$ cat src/rtl/fg_pkg.sv
// Shared opcodes, FSM states and frame decode for the function-generator config loader.
// Imported by the loader top and its SPI synchronizers.
package fg_pkg;

  localparam logic [4:0] OP_WRITE = 5'b10100;
  localparam logic [4:0] OP_RUN   = 5'b11000;
  localparam logic [4:0] OP_STOP  = 5'b11001;

  localparam logic [2:0] NOWRITE_ADDR = 3'd7;

  localparam int BCNT_W = 5;
  localparam logic [BCNT_W-1:0] FRAME_LEN = 5'd16;

  typedef enum logic [2:0] {
    IDLE,
    PAUSE,
    SETUP,
    STROBE,
    HOLD,
    RESUME
  } fg_state_t;

  typedef enum logic [1:0] {
    CMD_NONE,
    CMD_WRITE,
    CMD_RUN,
    CMD_STOP
  } fg_cmd_t;

  typedef struct packed {
    fg_cmd_t    cmd;
    logic [2:0] addr;
    logic [7:0] data;
  } fg_frame_t;

  // Unknown opcodes and writes to the parking address decode as CMD_NONE.
  function automatic fg_frame_t decode_frame(input logic [15:0] bits);
    fg_frame_t f;
    f.cmd  = CMD_NONE;
    f.addr = bits[10:8];
    f.data = bits[7:0];
    case (bits[15:11])
      OP_WRITE: begin
        if (bits[10:8] != NOWRITE_ADDR)
          f.cmd = CMD_WRITE;
      end
      OP_RUN:   f.cmd = CMD_RUN;
      OP_STOP:  f.cmd = CMD_STOP;
      default:  f.cmd = CMD_NONE;
    endcase
    return f;
  endfunction

endpackage

$ cat src/rtl/fg_config_loader_sync.sv
// Multi-flop synchronizer for one asynchronous SPI input.
// Resets to the line's idle level so no false edge appears after reset.
module FG_Synchronizer #(
  parameter int   STAGES  = 2,
  parameter logic RST_VAL = 1'b0
) (
  input  logic clk_i,
  input  logic rst_i,
  input  logic d_i,
  output logic q_o
);

  logic [STAGES-1:0] r_sync;

  always_ff @(posedge clk_i or posedge rst_i) begin
    if (rst_i)
      r_sync <= {STAGES{RST_VAL}};
    else
      r_sync <= (r_sync << 1) | STAGES'(d_i);
  end

  assign q_o = r_sync[STAGES-1];

endmodule

$ cat src/rtl/fg_config_loader.sv
// SPI-to-parallel configuration loader for the function generator.
// Writes pause a running generator around a setup/strobe/hold bus cycle.
module fg_config_loader
  import fg_pkg::*;
#(
  parameter int SYNC_STAGES = 2,
  parameter int HOLD_CYCLES = 4
) (
  input  logic       clk_i,
  input  logic       rst_i,
  input  logic       sclk_i,
  input  logic       cs_n_i,
  input  logic       mosi_i,
  output logic [7:0] data_o,
  output logic [2:0] addr_o,
  output logic       wr_n_o,
  output logic       en_n_o,
  output logic       busy_o,
  output logic       err_o
);

  localparam int CNT_W = $clog2(HOLD_CYCLES + 1);
  localparam logic [CNT_W-1:0] PHASE_LOAD = CNT_W'(HOLD_CYCLES - 1);

  logic w_sclk;
  logic w_cs_n;
  logic w_mosi;

  FG_Synchronizer #(
    .STAGES (SYNC_STAGES),
    .RST_VAL(1'b0)
  ) u_sync_sclk (
    .clk_i(clk_i),
    .rst_i(rst_i),
    .d_i  (sclk_i),
    .q_o  (w_sclk)
  );

  FG_Synchronizer #(
    .STAGES (SYNC_STAGES),
    .RST_VAL(1'b1)
  ) u_sync_cs_n (
    .clk_i(clk_i),
    .rst_i(rst_i),
    .d_i  (cs_n_i),
    .q_o  (w_cs_n)
  );

  FG_Synchronizer #(
    .STAGES (SYNC_STAGES),
    .RST_VAL(1'b0)
  ) u_sync_mosi (
    .clk_i(clk_i),
    .rst_i(rst_i),
    .d_i  (mosi_i),
    .q_o  (w_mosi)
  );

  logic              r_sclk_q;
  logic              r_cs_n_q;
  logic [15:0]       r_shift;
  logic [BCNT_W-1:0] r_bcnt;

  logic w_sclk_rise;
  logic w_cs_fall;
  logic w_cs_rise;

  assign w_sclk_rise = w_sclk & ~r_sclk_q;
  assign w_cs_fall   = ~w_cs_n & r_cs_n_q;
  assign w_cs_rise   = w_cs_n & ~r_cs_n_q;

  // Bit counter saturates so long frames can never wrap back to 16.
  always_ff @(posedge clk_i or posedge rst_i) begin
    if (rst_i) begin
      r_sclk_q <= 1'b0;
      r_cs_n_q <= 1'b1;
      r_shift  <= '0;
      r_bcnt   <= '0;
    end else begin
      r_sclk_q <= w_sclk;
      r_cs_n_q <= w_cs_n;
      if (w_cs_fall) begin
        r_bcnt <= '0;
      end else if (!w_cs_n && w_sclk_rise) begin
        r_shift <= {r_shift[14:0], w_mosi};
        if (r_bcnt != '1)
          r_bcnt <= r_bcnt + 1'b1;
      end
    end
  end

  fg_frame_t w_frame;
  logic      w_len_ok;
  logic      w_accept;
  logic      w_reject;

  assign w_frame  = decode_frame(r_shift);
  assign w_len_ok = (r_bcnt == FRAME_LEN);
  assign w_accept = w_cs_rise && w_len_ok && !busy_o &&
                    (w_frame.cmd != CMD_NONE);
  assign w_reject = w_cs_rise && !w_accept;

  fg_state_t        r_state;
  logic [CNT_W-1:0] r_phase;
  logic [7:0]       r_data;
  logic [2:0]       r_addr;
  logic             r_wr_n;
  logic             r_en_n;
  logic             r_busy;
  logic             r_err;
  logic             r_run_was;
  logic [7:0]       r_pend_data;
  logic [2:0]       r_pend_addr;

  logic w_phase_done;
  assign w_phase_done = (r_phase == '0);

  always_ff @(posedge clk_i or posedge rst_i) begin
    if (rst_i) begin
      r_state     <= IDLE;
      r_phase     <= '0;
      r_data      <= '0;
      r_addr      <= NOWRITE_ADDR;
      r_wr_n      <= 1'b1;
      r_en_n      <= 1'b1;
      r_busy      <= 1'b0;
      r_err       <= 1'b0;
      r_run_was   <= 1'b0;
      r_pend_data <= '0;
      r_pend_addr <= '0;
    end else begin
      r_err <= w_reject;
      unique case (r_state)
        IDLE: begin
          if (w_accept) begin
            case (w_frame.cmd)
              CMD_WRITE: begin
                r_run_was   <= !r_en_n;
                r_busy      <= 1'b1;
                r_pend_data <= w_frame.data;
                r_pend_addr <= w_frame.addr;
                r_phase     <= PHASE_LOAD;
                if (!r_en_n) begin
                  r_en_n  <= 1'b1;
                  r_state <= PAUSE;
                end else begin
                  r_data  <= w_frame.data;
                  r_addr  <= w_frame.addr;
                  r_state <= SETUP;
                end
              end
              CMD_RUN:  r_en_n <= 1'b0;
              CMD_STOP: r_en_n <= 1'b1;
              default:  r_en_n <= r_en_n;
            endcase
          end
        end
        PAUSE: begin
          if (w_phase_done) begin
            r_data  <= r_pend_data;
            r_addr  <= r_pend_addr;
            r_phase <= PHASE_LOAD;
            r_state <= SETUP;
          end else begin
            r_phase <= r_phase - 1'b1;
          end
        end
        SETUP: begin
          if (w_phase_done) begin
            r_wr_n  <= 1'b0;
            r_phase <= PHASE_LOAD;
            r_state <= STROBE;
          end else begin
            r_phase <= r_phase - 1'b1;
          end
        end
        STROBE: begin
          if (w_phase_done) begin
            r_wr_n  <= 1'b1;
            r_phase <= PHASE_LOAD;
            r_state <= HOLD;
          end else begin
            r_phase <= r_phase - 1'b1;
          end
        end
        HOLD: begin
          if (w_phase_done) begin
            r_en_n  <= !r_run_was;
            r_addr  <= NOWRITE_ADDR;
            r_phase <= PHASE_LOAD;
            r_state <= RESUME;
          end else begin
            r_phase <= r_phase - 1'b1;
          end
        end
        RESUME: begin
          r_busy  <= 1'b0;
          r_phase <= PHASE_LOAD;
          r_state <= IDLE;
        end
        default: begin
          r_phase <= PHASE_LOAD;
          r_state <= IDLE;
        end
      endcase
    end
  end

  assign data_o = r_data;
  assign addr_o = r_addr;
  assign wr_n_o = r_wr_n;
  assign en_n_o = r_en_n;
  assign busy_o = r_busy;
  assign err_o  = r_err;

endmodule

$ cat config.mk
export PLATFORM = sky130hd
export DESIGN_NAME = fg_config_loader
export DESIGN_NICKNAME = d
export VERILOG_FILES = /design/src/rtl/fg_pkg.sv /design/src/rtl/fg_config_loader_sync.sv /design/src/rtl/fg_config_loader.sv
export SDC_FILE = /design/constraint.sdc
export NUM_CORES = 1
export LEC_CHECK = 0
export CAP_MARGIN = 20
export CELL_PAD_IN_SITES_DETAIL_PLACEMENT = 2
export CELL_PAD_IN_SITES_GLOBAL_PLACEMENT = 2
export CORE_ASPECT_RATIO = 1.75
export CORE_MARGIN = 3
export CORE_UTILIZATION = 37
export CTS_BUF_LIST = sky130_fd_sc_hd__clkbuf_4 sky130_fd_sc_hd__clkbuf_8
export DETAILED_ROUTE_END_ITERATION = 8
export PLACE_DENSITY = 0.86
export SLEW_MARGIN = 10
export SYNTH_ARGS = -nofsm -noshare
export SYNTH_HDL_FRONTEND = slang
export SYNTH_SLANG_ARGS = --single-unit
$ cat constraint.sdc
create_clock -name clk_i -period 2 [get_ports clk_i]
set_input_delay 0.3 -clock clk_i [delete_from_list [all_inputs] [get_ports clk_i]]
set_output_delay 0.3 -clock clk_i [all_outputs]
set_load 0.01 [all_outputs]
==> flow_summary.yaml, run 1 <==
setup_path:
  path_cells: "inv_1 > ha_1 > nor4b_2 > nand3_2 > nor3_4 > buf_12 > mux2_2"
  cp-start-kind: "flip-flop"
  worstReg2RegEnd: "r_pend_addr[1]"
  cp-end-kind: "flip-flop"
  r2r_cells: 7
  max_stage_delay_ps: 420
  reg2reg_setup_slack_ps: 80
  rr_startpoint: "r_bcnt[1]"
  cp_slowest_cell: "dfrtp_1"
  worstPathArrival_ps: 2160
  cp.required_ps: 2240
  timing.critical_path.buf_inv: 2
  crit_family: "simple AND/OR/NAND/NOR gates"
  crit_type: "flip-flop to flip-flop"
  path_max_fanout: 14
global_route:
  grt_max_degree: 34
  first_global_vias: 2206
  grt_pass1_wl_um: 11720
  grt_overflow: 0
  grtUsageTotal: 0.1844
  antenna_found_initial: 0
outcome:
  status: "completed"
synthesis:
  async_reset_ff_frac: 1.000
  synthCells: 226
  synth_edf_count: 0
  yosys.area.top_type: "dfrtp_1"
  synth_top_area_share: 0.4925
  yosys_register_bits: 62
  synth_warnings: 0
  synth_area_leaders: "dfrtp_1 (49%), mux2_2 (13%), dfstp_2 (7.7%)"
  synthFlopType: "dfrtp_1"
  syn_area_um2: 2744
  synth_nets: 236
  synth_cell_types: 38
  seq_area_frac_synth: 0.5691
  postSynthAreaPerCell_um2: 12.14
routing:
  drtIter0Drc: 85
  wl_per_cell_um: 20.41
  final_antenna_net_count: 0
  via_per_inst: 5.397
  wirelength_um: 7206
  drc: 0
  firstDrtPassIters: 3
  via_count: 1905
placement:
  io_buffers: 19
  pre_cts_ws_ps: 38.96
  hpwl_um: 4924
  gp_congestion: 0.7718
  placedInstanceArea_um2: 3131
power:
  power.density_nw_per_um2: 778.1
  ir_drop_mv: 0.6308
  p_leak_uw: 0.001527
hold_path:
  hp-class: "input pin to asynchronous set/reset pin"
timing:
  max_slew.worst_pin.slew_ps: 432.9
  fin_crit_sh: 0.9611
  final_hold_viol_count: 0
  layout_setup_ws_ps: 77.75
  skew_ps: 8.386
  final-setup-viol-count: 0
  min_period_ps: 1922
  hold_slack_ps: 279.4
  setup_tns_ps: 0
  fmax_mhz: 520.2
  relSlewSlack: 0.7110
  report.final.slew_viol_count: 0
die:
  die_x_um: 71.10
  start_util: 0.3888
  dieArea_um2: 8526
  die_h_um: 119.9
  io_pins: 20
  rows: 40
  fp.coreArea_um2: 7057
finish:
  fin_area_um2: 3353
  drive_gt1_frac: 0.3123
  nNetsFinal: 274
  antenna_cells: 0
  areaGrowthSynthToFinish_pct: 22.21
clock_tree:
  root_buffer: "clkbuf_8"
  clk_path_buf_depth: 2
  ctsHoldBuffers: 0
  path_clk_slew_ps: 70
  numClockSinks: 62
  cts_tree: "built"
  worstSkewPairLatency_ps: 360
  cts_buffers: 9
  htree_levels: 3
run:
  cap_violations: 0
## kinds of logic (layout without fill, tap and decap cells)
| family | count (synthesis) | count (layout) | synth area share |
|---|---|---|---|
| adders and majority gates | 5 | 5 | 0.02280 |
| and+or+nand+nor | 53 | 53 | 0.09941 |
| AOI/OAI and AO/OA | 39 | 39 | 0.08801 |
| xor gates and xnor gates | 5 | 5 | 0.01596 |
| DFF | 62 | 62 | 0.5691 |
| buffers and inverters | 19 | 62 | 0.03374 |
| muxes | 43 | 43 | 0.1710 |
## synth_stat cells (all sizes together), types with 2 or more instances
library cell,n
dfrtp,54
mux2,31
nor2,22
a21oi,14
nand2,13
mux2i,12
a31oi,10
buf,9
inv,9
dfstp,8
ha,5
o22ai,5
and3,3
nand3,3
nor2b,3
xor2,3
nand2b,2
nor3,2
o211ai,2
o21a,2
o21ai,2
xnor2,2
## repair_timing
item	CTS	global route
setup buffers	0	3
resized for setup	0	3
setup endpoints to repair	0	23
## layer usage
metal	up-vias	track usage	share of wire
met5	-	0	0
met2	29	0.3302	0.57
met1	989	0.1991	0.37
met3	16	0.03604	0.024
li1	871	-	-
met4	0	0.09882	0.027
## how the worst max path moves through the flow
stage	startpoint	to	slack (ps)	cells past startpoint
global route	r_bcnt[1]	r_pend_data[7]	-40	7
detailed placement	r_bcnt[1]	r_pend_data[5]	40	7
floorplan	r_bcnt[0]	r_pend_addr[0]	130	7
finish	r_bcnt[1]	r_pend_addr[1]	80	7
CTS	r_bcnt[1]	r_pend_data[5]	40	7
global placement	r_bcnt[1]	r_pend_data[2]	130	7
## where the power goes
group | switching (uW) | internal, uW | total [uW] | leakage, uW
Clock | 517 | 565 | 1080 | 0.0000948
Combinational | 81.8 | 82.3 | 164 | 0.000615
Sequential | 51.9 | 1310 | 1360 | 0.000817
Total | 651 | 1960 | 2610 | 0.00153
## layout by cell type, fill, tap and decap left out, types with 2 or more instances in the layout
master / synthesis / final
dfrtp_1: 54 / 54
mux2_2: 31 / 31
nor2_1: 21 / 20
clkdlybuf4s50_1: 0 / 19
buf_4: 1 / 15
a21oi_1: 14 / 14
nand2_1: 13 / 13
mux2i_1: 12 / 12
a31oi_1: 10 / 10
clkbuf_8: 0 / 9
inv_1: 9 / 8
dfstp_2: 8 / 8
o22ai_1: 5 / 5
ha_1: 5 / 5
clkinv_2: 0 / 4
xor2_1: 3 / 3
and3_1: 3 / 3
buf_12: 0 / 3
nor2b_1: 3 / 2
nand3_1: 2 / 2
o21a_1: 2 / 2
nand2b_1: 2 / 2
nor2_2: 1 / 2
o211ai_1: 2 / 2
xnor2_1: 2 / 2
clkinvlp_4: 0 / 2
## through the flow
step	std cells	utilization	total power, uW
2_1_floorplan	226	-	1468
3_3_place_gp	334	0.4436	1524
3_5_place_dp	334	0.4436	1540
4_1_cts	350	0.4704	2628
5_1_grt	353	0.4752	2729
6_report	353	0.4752	2609
## cell type report
class,count,area (um^2)
Clock buffer,9,123.9
Clock inverter,7,65.06
Fill cell,705,3704
Inverter,9,33.78
Multi-Input combinational cell,145,1101
Sequential cell,62,1562
Tap cell,84,105.1
Timing Repair Buffer,37,362.8
## sequential cells by signal, summed over array words and instances (netlist names)
| name | cells |
|---|---|
| r_run_was | 1 |
| err_o | 1 |
| data_o | 8 |
| r_pend_data | 8 |
| u_sync_cs_n.r_sync | 2 |
| u_sync_sclk.r_sync | 2 |
| addr_o | 3 |
| en_n_o | 1 |
| busy_o | 1 |
| r_bcnt | 5 |
| r_cs_n_q | 1 |
| r_phase | 3 |
| r_sclk_q | 1 |
| r_shift | 16 |
| wr_n_o | 1 |
| r_state | 3 |
| u_sync_mosi.r_sync | 2 |
| r_pend_addr | 3 |
Power figures use the tool's default switching activity.
==> run 2, diff against run 1 <==
GPL_ROUTABILITY_DRIVEN = 0   (was unset)
==> results of run 2 <==
Same layout as run 1: the final DEF is identical, and so are final timing and power.
